File: config.mk
export PLATFORM = sky130hd
export DESIGN_NAME = unary_matmul_engine
export DESIGN_NICKNAME = d
export VERILOG_FILES = /design/src/rtl/unary_matmul_engine.sv
export SDC_FILE = /design/constraint.sdc
export NUM_CORES = 1
export LEC_CHECK = 0
export BUFFER_PORTS_ARGS = -buffer_cell sky130_fd_sc_hd__buf_2
export CAP_MARGIN = 20
export CORE_MARGIN = 2
export CORE_UTILIZATION = 60
export CTS_CLUSTER_DIAMETER = 30
export DETAILED_ROUTE_END_ITERATION = 10
export PLACE_DENSITY_LB_ADDON = 0.15
export SETUP_SLACK_MARGIN = 0.05
export SLEW_MARGIN = 20
export SYNTH_ARGS = -nofsm -noshare
export SYNTH_HDL_FRONTEND = slang
export SYNTH_SLANG_ARGS = --single-unit
File: constraint.sdc
create_clock -name clk -period 11.9 [get_ports clk]
set_input_delay 0 -clock clk [delete_from_list [all_inputs] [get_ports clk]]
set_output_delay 0 -clock clk [all_outputs]
set_load 0.005 [all_outputs]
File: src/rtl/unary_matmul_engine.sv
// Unary-stream x binary-magnitude matrix multiply engine.
// Computes C = A x B (plus the previous C when acc_en=1) for A (M x K) and B (K x N).
// For each inner index k, every A element is streamed as a unary count over PHASE cycles.
// While the count is below |A[m][k]|, cell (m,n) adds the signed magnitude of B[k][n].
module unary_matmul_engine #(
    parameter int BIT_WIDTH = 4,
    parameter int M         = 2,
    parameter int K         = 3,
    parameter int N         = 2,
    parameter int SIGNED    = 1,
    parameter int ACC_WIDTH = 2*BIT_WIDTH + $clog2(K)
) (
    input  logic                                       clk,
    input  logic                                       reset,
    input  logic                                       in_valid,
    output logic                                       in_ready,
    input  logic                                       acc_en,
    input  logic [M-1:0][K-1:0][BIT_WIDTH-1:0]         A,
    input  logic [K-1:0][N-1:0][BIT_WIDTH-1:0]         B,
    output logic                                       out_valid,
    input  logic                                       out_ready,
    output logic                                       busy,
    output logic [M-1:0][N-1:0][ACC_WIDTH-1:0]         C
);

    // Unary stream length per inner index: the largest magnitude an operand can have.
    localparam int PHASE     = (SIGNED != 0) ? 2**(BIT_WIDTH-1) : 2**BIT_WIDTH - 1;
    localparam int KW        = (K > 1) ? $clog2(K) : 1;
    localparam bit IS_SIGNED = (SIGNED != 0);
    localparam logic [BIT_WIDTH-1:0] CNT_LAST = BIT_WIDTH'(PHASE - 1);
    localparam logic [KW-1:0]        K_LAST   = KW'(K - 1);

    typedef enum logic [1:0] {IDLE, STREAM, DONE} state_t;

    state_t                                   state;
    logic [KW-1:0]                            k_idx;
    logic [BIT_WIDTH-1:0]                     cnt;
    logic [M-1:0][N-1:0][ACC_WIDTH-1:0]       acc;
    logic [M-1:0][N-1:0][ACC_WIDTH-1:0]       acc_next;
    logic [ACC_WIDTH-1:0]                     term;

    logic [M-1:0][K-1:0][BIT_WIDTH-1:0]       a_mag;
    logic [M-1:0][K-1:0]                      a_sgn;
    logic [K-1:0][N-1:0][BIT_WIDTH-1:0]       b_mag;
    logic [K-1:0][N-1:0]                      b_sgn;

    assign C    = acc;
    assign busy = !in_ready;

    // Operand capture: split A and B into sign bits and full-width magnitudes on accept.
    // NOTE: operand registers carry no reset; they are only read after a capture overwrites them.
    always_ff @(posedge clk) begin
        if (!reset && state == IDLE && in_valid) begin
            for (int m = 0; m < M; m++) begin
                for (int k = 0; k < K; k++) begin
                    a_sgn[m][k] <= IS_SIGNED && A[m][k][BIT_WIDTH-1];
                    a_mag[m][k] <= (IS_SIGNED && A[m][k][BIT_WIDTH-1]) ? -A[m][k] : A[m][k];
                end
            end
            for (int k = 0; k < K; k++) begin
                for (int n = 0; n < N; n++) begin
                    b_sgn[k][n] <= IS_SIGNED && B[k][n][BIT_WIDTH-1];
                    b_mag[k][n] <= (IS_SIGNED && B[k][n][BIT_WIDTH-1]) ? -B[k][n] : B[k][n];
                end
            end
        end
    end

    // MAC array: each cell adds +/-|B[k][n]| while the unary count is below |A[m][k]|.
    // NOTE: every combinational output gets a default first so no latch can be inferred.
    always_comb begin
        acc_next = acc;
        term     = '0;
        for (int m = 0; m < M; m++) begin
            for (int n = 0; n < N; n++) begin
                term = {{(ACC_WIDTH-BIT_WIDTH){1'b0}}, b_mag[k_idx][n]};
                if (a_sgn[m][k_idx] ^ b_sgn[k_idx][n]) begin
                    term = -term;
                end
                if (cnt < a_mag[m][k_idx]) begin
                    acc_next[m][n] = acc[m][n] + term;
                end
            end
        end
    end

    // Control FSM: accept in IDLE, stream K*PHASE cycles, hold the result in DONE until taken.
    // NOTE: sequential state uses non-blocking assignments so all registers update together.
    always_ff @(posedge clk) begin
        if (reset) begin
            state     <= IDLE;
            acc       <= '0;
            k_idx     <= '0;
            cnt       <= '0;
            in_ready  <= 1'b1;
            out_valid <= 1'b0;
        end else begin
            case (state)
                IDLE: begin
                    if (in_valid) begin
                        if (!acc_en) begin
                            acc <= '0;
                        end
                        k_idx    <= '0;
                        cnt      <= '0;
                        in_ready <= 1'b0;
                        state    <= STREAM;
                    end
                end
                STREAM: begin
                    acc <= acc_next;
                    if (cnt == CNT_LAST) begin
                        cnt <= '0;
                        if (k_idx == K_LAST) begin
                            out_valid <= 1'b1;
                            state     <= DONE;
                        end else begin
                            k_idx <= k_idx + 1'b1;
                        end
                    end else begin
                        cnt <= cnt + 1'b1;
                    end
                end
                DONE: begin
                    if (out_ready) begin
                        out_valid <= 1'b0;
                        in_ready  <= 1'b1;
                        state     <= IDLE;
                    end
                end
                default: begin
                    state     <= IDLE;
                    in_ready  <= 1'b1;
                    out_valid <= 1'b0;
                end
            endcase
        end
    end

endmodule
### After elaboration in Yosys (flattened, before gate mapping)

Index checks and enable logic that the tools add are counted.

| word-level totals | value |
|---|---|
| bits in read-only memories | 0 |
| memory bits (writable) | 0 |
| input port bits | 53 |
| bits in latches | 0 |
| bits in registers | 110 |
| memories | 0 |
| output and inout bits | 43 |
| logic and storage cells | 146 |

| cells by class | value |
|---|---|
| div/mod/pow operators | 0 |
| bitwise gates (word level) | 6 |
| order comparisons | 3 |
| equal/unequal tests | 12 |
| muxes and demuxes | 54 |
| $mul | 0 |
| add/subtract/negate cells | 20 |
| reduce and logical (&&, ||, !) cells | 13 |
| shifts and indexed selects | 0 |

Operators by type and width:

| cell | count |
|---|---|
| two-way mux 10 bit | 8 |
| two-way mux 40 bit | 2 |
| case mux 40 bit (2 select lines) | 1 |
| negator 4 bit | 12 |
| adder 10 bit | 4 |
| two-way mux 3 bit | 12 |
| negator 4 -> 10 bit | 2 |
| AND reduction 4 bit | 5 |
| binary-select mux 4 bit (select 2 bit) | 2 |
| binary-select mux 8 bit (select 2 bit) | 1 |
| two-way mux 2 bit | 8 |
| two-way mux 4 bit | 4 |
| != test 2 bit, second input constant | 8 |
| < comparator 4 bit | 2 |
| two-way mux 8 bit | 1 |
| case mux 4 bit (2 select lines) | 1 |
| two-way mux 1 bit | 7 |
| case mux 1 bit (3 select lines) | 2 |
| case mux 2 bit (3 select lines) | 1 |
| adder 4 x 1 -> 4 bit, second input constant | 1 |
| binary-select mux 1 bit (select 2 bit) | 2 |
| binary-select mux 2 bit (select 2 bit) | 1 |
| == test 2 bit, second input constant | 2 |
| == test 4 x 3 -> 1 bit, second input constant | 1 |
| other kinds (12) | 18 |

### Depth between registers and ports, before layout

| logic depth | value |
|---|---|
| word-level depth | 7 |
| gate-level depth with buffers | 17 |
| mapped depth without buffers | 14 |

### Worst setup path after synthesis

OpenSTA, ideal clock, no wires.

| path | value |
|---|---|
| kind | register -> register |
| start | reg state[1] |
| end | reg a_mag[0] in the netlist's numbering, enable pin |
| period minus slack after synthesis | 5.262 ns |
| data required time | 11.348 ns |
| path buffers | 1 |
| setup time | 0.552 ns |
| data arrival time | 4.710 ns |
| slack | 6.638 ns |
| stages on the path, launching flop included | 4 |
| cells stage by stage | dfxtp_1 > clkbuf_1 > nand2b_1 > nor3_1 |

| on the way | value |
|---|---|
| longest elaborated chain between the ends | 3 |

RTL lines:

| element | line | source |
|---|---|---|
| start, declared | 35 | `state_t state;` |
| start signal, assigned | 91 | `state <= IDLE;` |
| start signal, assigned | 107 | `state <= STREAM;` |
| start signal, assigned | 116 | `state <= DONE;` |
| zero test 2 bit | 53 | `if (!reset && state == IDLE && in_valid) begin` |
| logical AND 1 bit (2 in a row) | 53 |  |
| end signal, assigned by index | 57 | `a_mag[m][k] <= (IS_SIGNED && A[m][k][BIT_WIDTH-1]) ? -A[m][k] : A[m][k];` |
| end, declared | 42 | `logic [M-1:0][K-1:0][BIT_WIDTH-1:0] a_mag;` |

Every way passes these cells.
A chain may end at the register's enable or synchronous reset.

### Worst setup path in the final report

| path | value |
|---|---|
| start | reg k_idx[0] |
| end | reg acc (netlist bit C[39]) |

| on the way | value |
|---|---|
| longest elaborated chain between the ends | 7 |
| elaborated cells on any way between the ends | 17 |
| those cells by class | add/sub: 2; order compare: 1; eq/ne: 1; mux: 11; bitwise: 1; reduce/logical: 1 |

RTL lines:

| element | line | source |
|---|---|---|
| start, declared | 36 | `logic [KW-1:0] k_idx;` |
| start signal, assigned | 118 | `k_idx <= k_idx + 1'b1;` |
| binary-select mux 8 bit (select 2 bit) (tied with other cells) | 76 | `term = {{(ACC_WIDTH-BIT_WIDTH){1'b0}}, b_mag[k_idx][n]};` |
| two-way mux 8 bit (not written as such) (tied with other cells) | 76 |  |
| negator 4 -> 10 bit or XOR 1 bit (tied branches) | 78, 77 |  |
| two-way mux 10 bit | 77 | `if (a_sgn[m][k_idx] ^ b_sgn[k_idx][n]) begin` |
| adder 10 bit | 81 | `acc_next[m][n] = acc[m][n] + term;` |
| two-way mux 10 bit | 80 | `if (cnt < a_mag[m][k_idx]) begin` |
| case mux 40 bit (2 select lines) | 98 | `case (state)` |
| end signal, assigned | 111 | `acc <= acc_next;` |
| end, declared | 38 | `logic [M-1:0][N-1:0][ACC_WIDTH-1:0] acc;` |

Parallel ways exist; a longest one is shown, timed or not. The select of a mux whose other input is x is not followed.

==> reports/results.ini <==
[outcome]
outcome = complete, no violations

[die]
die_w_um = 110
io_pins = 96
initial_core_util = 0.617
dieArea_um2 = 12000
die_height_um = 110
core_um2 = 10800
rows = 38

[sta]
finClkSkew_ns = 0.0122
hold_viol_final = 0
slew_headroom = 0.365
fmax_mhz = 212
post-route-period-util = 0.396
rsz0062_at_grt = false
tightestPinTransition_ns = 0.951
min_period_ns = 4.71
drv_slew = 0
finalSetupTns_ns = 0
setup_viol = 0

[pwr]
ir_drop_uv = 86.9
power_density_nw_per_um2 = 135
p_leak_nw = 3.52

[placement]
io_buffer_count = 95
place_area_um2 = 7260
dp_hpwl_mm = 10.9
gp_congestion = 0.898

[setup_path]
rrSetupSlack_ns = 7.19
start_kind = register
cp.arrival_ns = 4.99
critical_path_class = register to register
endpoint_kind = register
crit_required_ns = 12.18
critPathLaunch = k_idx[0]
timing.rr.start = k_idx[0]
critPathMaxFanout = 27

[synth]
syn_inst = 669
ys_types = 57
syn_area_per_cell_um2 = 10.0
async_flop_share = 0
yosysWarnings = 0
synth_fp_nets = 787
syn_area_um2 = 6690
ys.flop_type = edfxtp_1
synth-seq-area-share = 0.419
ys_ff_latch = 110
synth_edf_count = 60

[clock_tree]
numCtsBuffers = 9
cts_hold_buf = 62
cts_setup_buffers = 0
clockBufferDepth = 2
cts_root_buf = clkbuf_8
cts.sinks = 110
cts_tree = yes
clk_latency_ns = 0.38
clkTransAtPathRegs_ns = 0.11
htree_levels = 3
cts_resized = 0

[layout]
final_area_um2 = 8120
nNetsFinal = 937
diodes = 0
drive_above_1_share = 0.169
area_growth_pct = 21.4

[detailed_routing]
remaining_drc_errors = 0
drt-vias-per-instance = 5.74
drt_first_iter_violations = 281
routedWlPerCell_um = 16.5
drt_pass1_iterations = 4
finalWirelength_mm = 15.9
antenna_left = 0
num_vias = 5538

[global_routing]
grt_start_max_net_pins = 61
grt_pass1_wl_mm = 25.5
first_global_vias = 5556
grtUsageTotal = 0.274
antenna_found_initial = 0
grt_overflow = 0

[min_path]
hp-class = primary input to register
worstHoldStart = reset

[job]
cap_violations = 0

cells in the final DEF, fill, tap and decap left out, types with 3 or more instances in the layout:
cell type	n
mux2_2	5
mux2i_1	24
nor4b_1	12
o21ai_0	22
nor3_2	3
xnor2_1	31
or2_2	3
o21a_1	9
a21o_1	11
clkbuf_8	9
bufinv_16	3
o21ai_1	5
nor2_1	55
buf_4	4
edfxtp_1	60
a211oi_1	6
a21oi_1	55
a31oi_1	6
nand2_1	40
o2bb2ai_2	4
dlygate4sd3_1	62
o2bb2ai_1	8
dfxtp_1	50
and2_1	3
nand2b_1	15
xor2_1	11
buf_2	95
ha_1	61
a22o_1	16
fa_1	4
nor2b_1	18
inv_1	48
nor3_1	8
inv_2	5
nand3_1	16
area by class of cell:
cell class / instances / area [um2]
multi-input combinational: 484 / 3580
sequential: 110 / 2800
fill: 742 / 2720
timing repair buffer: 161 / 1130
inverter: 53 / 199
tap: 140 / 175
clock buffer: 10 / 128
clock inverter: 6 / 108
cells in the mapped netlist (all sizes together), types with 7 or more instances:
library cell / n / area (um2)
ha: 61 / 763
edfxtp: 60 / 1800
a21oi: 56 / 284
nor2: 55 / 206
inv: 53 / 199
dfxtp: 50 / 1000
nand2: 40 / 150
xnor2: 33 / 304
o21ai: 28 / 151
mux2i: 24 / 240
nor2b: 18 / 113
a22o: 16 / 140
nand3: 16 / 80.1
clkbuf: 15 / 56.3
nand2b: 15 / 93.8
nor4b: 12 / 105
o2bb2ai: 12 / 130
a21o: 11 / 82.6
nor3: 11 / 55.1
xor2: 11 / 96.3
o21a: 9 / 67.6
buf: 7 / 63.8
worst max-delay path, stage by stage (launching register included):
cell and delay (ns):
dfxtp_1 0.96, nor2b_1 0.56, buf_4 0.30, o2bb2ai_1 0.25, nor3_1 0.14, ha_1 0.32, nor2_1 0.05, a21oi_1 0.28
ha_1 0.32, a21o_1 0.17, a221oi_1 0.43, o21a_1 0.23, o21ai_1 0.09, xnor2_1 0.15, a21o_1 0.19, a21o_1 0.16
cells by family after synthesis:
logic type,after synthesis,share of synthesized area
flops,110,0.419
xor+xnor,44,0.0598
mux,29,0.0443
simple gates,185,0.140
fa+ha+maj,65,0.126
buf+inv,75,0.0477
compound gates,161,0.163
state kept, by name, indices dropped and copies added, names as in the netlist:
name       flops
state          2
k_idx          2
a_mag         24
in_ready       1
a_sgn          6
cnt            4
b_mag         24
out_valid      1
b_sgn          6
C             40
report_power, final:
part           internal [W]  leakage [nW]  switching [W]
clock              0.000140         0.118       0.000130
sequential         0.000436         0.970      0.0000272
combinational      0.000170          2.43       0.000191
total              0.000746          3.52       0.000348
final timing paths:
check | end | cells after the start
max | C[39] | 15
min | state[1] | 2
max reg2reg | C[39] | 15
min reg2reg | C[3] | 2
stage by stage:
stage	hold WS (ns)	utilization	std cells	power, W	setup WS [ns]
final	0.156	0.749	964	0.00109	7.19
after global routing	0.185	0.749	964	0.00115	6.81
after CTS	0.148	0.749	964	0.00109	7.27
after detailed placement	0.209	0.670	886	0.000812	7.31
after global placement	0.205	0.669	886	0.000794	7.51
after floorplan	0.0989	-	669	0.000718	6.64
per-layer routing:
layer / GRT usage / wire [um]
met1: 0.325 / 6630
met2: 0.493 / 8090
met3: 0.0492 / 754
met4: 0.105 / 448
met5: 0 / 0
Power figures use the tool's default switching activity.
